--- src/rtl/comp_serial_ctrl_pkg.sv ---
// rtl/comp_serial_ctrl_pkg.sv - shared state encodings and defaults for the serial comparator
package comp_serial_ctrl_pkg;

  typedef enum logic [1:0] {
    ST_IDLE = 2'd0,
    ST_RUN  = 2'd1,
    ST_DONE = 2'd2
  } state_t;

  localparam int DEFAULT_WIDTH = 8;

endpackage

--- src/rtl/comp_1b.sv ---
// rtl/comp_1b.sv - single-bit equality comparator shared by the serial controller
module comp_1b (
  input  logic a,
  input  logic b,
  output logic eq
);

  assign eq = ~(a ^ b);

endmodule

--- src/rtl/comp_serial_ctrl.sv ---
// rtl/comp_serial_ctrl.sv - bit-serial MSB-first word comparator around one comp_1b
module comp_serial_ctrl
  import comp_serial_ctrl_pkg::*;
#(
  parameter int WIDTH      = DEFAULT_WIDTH,
  parameter bit EARLY_EXIT = 1'b1
) (
  input  logic                     clk,
  input  logic                     rst,
  input  logic                     start,
  input  logic [WIDTH-1:0]         a,
  input  logic [WIDTH-1:0]         b,
  output logic                     busy,
  output logic                     done,
  output logic                     eq,
  output logic                     gt,
  output logic                     lt,
  output logic [$clog2(WIDTH)-1:0] diff_idx
);

  localparam int IW = $clog2(WIDTH);

  state_t         state;
  logic [WIDTH-1:0] a_reg;
  logic [WIDTH-1:0] b_reg;
  logic [IW-1:0]  idx;
  logic           mism;
  logic           hit_gt;
  logic           hit_lt;
  logic [IW-1:0]  hit_idx;

  logic a_bit;
  logic b_bit;
  logic eq_bit;
  logic hit_now;
  logic last;

  assign a_bit = a_reg[idx];
  assign b_bit = b_reg[idx];

  comp_1b u_cmp (
    .a  (a_bit),
    .b  (b_bit),
    .eq (eq_bit)
  );

  // Only the first (most significant) mismatch is recorded.
  assign hit_now = ~eq_bit & ~mism;
  assign last    = (EARLY_EXIT && hit_now) || (idx == '0);

  // Result flags stay low while scanning and are published on entry to DONE.
  always_ff @(posedge clk or posedge rst) begin
    if (rst) begin
      state    <= ST_IDLE;
      a_reg    <= '0;
      b_reg    <= '0;
      idx      <= '0;
      mism     <= 1'b0;
      hit_gt   <= 1'b0;
      hit_lt   <= 1'b0;
      hit_idx  <= '0;
      busy     <= 1'b0;
      done     <= 1'b0;
      eq       <= 1'b0;
      gt       <= 1'b0;
      lt       <= 1'b0;
      diff_idx <= '0;
    end else begin
      case (state)
        ST_IDLE: begin
          done <= 1'b0;
          if (start) begin
            a_reg    <= a;
            b_reg    <= b;
            idx      <= IW'(WIDTH - 1);
            mism     <= 1'b0;
            hit_gt   <= 1'b0;
            hit_lt   <= 1'b0;
            hit_idx  <= '0;
            eq       <= 1'b0;
            gt       <= 1'b0;
            lt       <= 1'b0;
            diff_idx <= '0;
            busy     <= 1'b1;
            state    <= ST_RUN;
          end
        end
        ST_RUN: begin
          if (hit_now) begin
            mism    <= 1'b1;
            hit_idx <= idx;
            hit_gt  <= a_bit;
            hit_lt  <= ~a_bit;
          end
          if (last) begin
            state    <= ST_DONE;
            done     <= 1'b1;
            eq       <= ~(mism | hit_now);
            gt       <= hit_now ? a_bit  : hit_gt;
            lt       <= hit_now ? ~a_bit : hit_lt;
            diff_idx <= hit_now ? idx    : hit_idx;
          end else begin
            idx <= idx - 1'b1;
          end
        end
        ST_DONE: begin
          done  <= 1'b0;
          busy  <= 1'b0;
          state <= ST_IDLE;
        end
        default: begin
          state <= ST_IDLE;
        end
      endcase
    end
  end

endmodule

--- config.mk ---
export PLATFORM = sky130hd
export DESIGN_NAME = comp_serial_ctrl
export DESIGN_NICKNAME = d
export VERILOG_FILES = /design/src/rtl/comp_serial_ctrl_pkg.sv /design/src/rtl/comp_1b.sv /design/src/rtl/comp_serial_ctrl.sv
export SDC_FILE = /design/constraint.sdc
export NUM_CORES = 1
export LEC_CHECK = 0
export BUFFER_PORTS_ARGS = -buffer_cell sky130_fd_sc_hd__clkbuf_2
export CAP_MARGIN = 25
export CORE_MARGIN = 2
export CORE_UTILIZATION = 50
export CTS_CLUSTER_SIZE = 24
export DETAILED_ROUTE_END_ITERATION = 6
export PLACE_DENSITY_LB_ADDON = 0.1
export SLEW_MARGIN = 15
export SYNTH_ARGS = -nofsm -noshare
export SYNTH_HDL_FRONTEND = slang
export SYNTH_SLANG_ARGS = --single-unit
--- constraint.sdc ---
create_clock -name clk -period 3.85 [get_ports clk]
set_input_delay 0.1925 -clock clk [delete_from_list [all_inputs] [get_ports clk]]
set_output_delay 0.1925 -clock clk [all_outputs]
set_load 0.01 [all_outputs]
==> summary.md <==
| Metric | Value |
|---|---|
| Status | complete, no violations |
| Clock-pin slew on the worst setup and hold paths | 0.11 ns |
| GRT overflow | 0 |
| Seq cells post-synth | 35 |
| Global Route Usage Sum | 21.0% |
| Min cycle time layout | 2.58 ns |
| FF/Latch Area | 876 µm² |
| DRC Markers | 0 |
| Sw Ratio | 41.6% |
| Clock Sinks | 35 |
| Crit Path Max Fanout | 9 |
| Syn Area/Cell | 10.1 µm² |
| Die Wd | 61.1 µm |
| Routed vias | 1256 |
| Final period utilization | 66.9% |
| Int Pwr | 0.930 mW |
| Post-route ant nets | 0 |
| WL per Instance | 13.6 µm |
| Top-count cell post-synth | nand2_1 |
| # rows | 20 |
| CP max stage cell | dfrtp_1 |
| P per Cell Area | 856 nW/µm² |
| NetSw | 0.663 mW |
| First-pass iteration count of the detailed router | 4 |
| Synthesized area | 1630 µm² |
| RSZ-0062 raised after global routing | false |
| Largest net degree at the start of global routing | 21 |
| Max Slew Vio Count | 0 |
| Vias/cell | 5.32 |
| Nets | 212 |
| Pre-CTS setup slack | 1.28 ns |
| Sequential fraction of design power | 40.4% |
| P_leak | 0.973 nW |
| Share of cells above drive strength 1 | 21.9% |
| Crit path cell chain | mux4_2 > mux2i_4 > xnor2_1 > nor3_2 > nor3_1 > a221o_1 |
| Final Hold Fails | 0 |
| Worst Path Buf+Inv | 0 |
| Fillers | 273 |
| Sequential share of the synthesized area | 53.6% |
| Port Buffers | 26 |
| Dominant synthesized flop cell | dfrtp_1 |
| Hold/Removal Path Class | primary input to flip-flop |
| Core area | 3080 µm² |
| Detailed Place HPWL | 2320 µm |
| Setup Crit Path Kind | flip-flop to flip-flop |
| Slew margin rel. | 51.5% |
| H-tree depth | 2 |
| CTS root buf | clkbuf_4 |
| Top achievable clock speed | 388 MHz |
| Min Hold Slack | 0.0238 ns |
| I/O pin count | 27 |
| Layout Skew | 0.0119 ns |
| Area of the multi-input gates | 703 µm² |
| First-pass GRT wire length | 5590 µm |
| Synth top area share | 53.6% |
| Most instantiated cells after synthesis | nand2_1, dfrtp_1, nor2_1 |
| R2R Setup Slk | 1.27 ns |
| Maximum clock insertion buffer count | 2 |
| CTS tree | done |
| CP max stage delay | 0.59 ns |
| Worst Path Arrival | 2.81 ns |
| Cell count after synthesis | 162 |
| Worst vdd ir | 0.366 mV |
| Drt total wl | 3220 µm |
| Req. time, crit path | 4.09 ns |
| Post-synth top area cell | dfrtp_1 |
| Top delay family on crit path | multiplexers |
| Final setup margin | 1.27 ns |
| GPL Wtd Cong | 0.857 |
| Die Y | 61.1 µm |
| Clock network power share | 12.6% |
| Synth async-reset ratio | 100% |
| Area Overhead vs Synth | 14.0% |
| Yosys warns | 0 |
| Netlist cell types | 32 |
| Crit start category | flip-flop |
| Syn nets | 183 |
| Endpoints failing setup | 0 |
| Comb power frac | 47.0% |
| CTS Buf Count | 5 |
| Worst slew pin tran | 0.727 ns |
| Die ar. | 3740 µm² |
| Post-CTS setup buffers | 0 |
| Number of max-cap violations | 0 |
| Area contributors post-synth | dfrtp_1, nand2_1, mux4_2 |
| Final TNS setup | 0 ns |
| Initial Util | 53.0% |
| Number of diodes | 0 |
| Post-synth EDFFs | 0 |
| Clock insertion delay at the later pin of the skew report | 0.35 ns |
| CP endpoint kind | flip-flop |
| Vias in the first global route | 1256 |
| Initial antenna violation count | 0 |
| Starting DRT DRC Count | 44 |
==> layout make-up <==
cell class / count / share of cell area [%]
flip-flops and latches: 35 / 47.0
inverters: 6 / 1.21
well taps: 44 / 2.96
clock inverters: 3 / 1.08
multi-input cells: 115 / 37.8
repair buffers: 28 / 7.93
clock buffers: 5 / 2.02
==> final timing paths <==
check | depth (start not counted) | end | startpoint
worst min-delay path | 3 | a_reg[5] | a[5]
min in group asynchronous | 3 | state[1] | rst
worst max-delay path | 6 | diff_idx[0] | idx[0]
max in group asynchronous | 4 | idx[0] | rst
worst min register to register | 2 | a_reg[0] | a_reg[0]
worst max register to register | 6 | diff_idx[0] | idx[0]
==> layer usage <==
metal | GRT usage (%) | routed length [µm] | share of wire, % | up-vias
met1 | 26.1 | 1400 | 44 | 585
met3 | 6.93 | 204 | 6.3 | 12
met5 | 0 | 0 | 0 | -
met4 | 11.8 | 113 | 3.5 | 0
met2 | 32.2 | 1500 | 47 | 50
li1 | - | - | - | 609
==> cell families after synthesis <==
group,Yosys count,synth area share (%)
flops,35,53.6
compound gates,27,11.9
xor+xnor,1,0.536
simple gates,77,20.2
buf+inv,12,3.29
fa+ha+maj,2,1.53
mux,8,8.97
==> worst min-delay path, stage by stage <==
cell      delay (ns)
clkbuf_2        0.08
nand2_1         0.04
nand2_1         0.04
==> cells in the final DEF (no fill, tap or decap), drive strengths merged, types with 2 or more instances in the layout <==
cell type | netlist | layout
nand3 | 3 | 3
inv | 6 | 6
nand2 | 54 | 54
nor3 | 3 | 3
ha | 2 | 2
clkinvlp | 0 | 2
a21oi | 6 | 6
and3 | 4 | 4
a21o | 3 | 3
or2 | 2 | 2
dfrtp | 35 | 35
mux4 | 4 | 4
mux2i | 4 | 4
nor2 | 7 | 7
a221o | 2 | 2
o21ai | 4 | 4
clkbuf | 4 | 31
a22o | 6 | 6
nor2b | 2 | 2
a211o | 2 | 2
==> power by group through the flow <==
| stage | Sequential (mW) | Combinational, mW | Clock (mW) |
|---|---|---|---|
| after CTS | 0.644 | 0.750 | 0.208 |
| after global placement | 0.648 | 0.722 | 0 |
| final | 0.644 | 0.748 | 0.201 |
| after global routing | 0.668 | 0.838 | 0.220 |
| after detailed placement | 0.651 | 0.745 | 0 |
| after floorplan | 0.610 | 0.627 | 0 |
==> stage by stage <==
step           utilization, %  total power, mW  area, µm²  instances
6_report                 60.5             1.59       1860        236
3_5_place_dp             58.3             1.40       1790        227
2_1_floorplan               -             1.24       1630        162
5_1_grt                  60.5             1.73       1860        236
3_3_place_gp             58.3             1.37       1790        227
4_1_cts                  60.5             1.60       1860        236
==> what timing repair did <==
item / 4_1_cts / 5_1_grt
gates resized for setup: 0 / 0
hold buffers: 1 / 0
hold endpoints to repair: 17 / 0
Power figures use the tool's default switching activity.
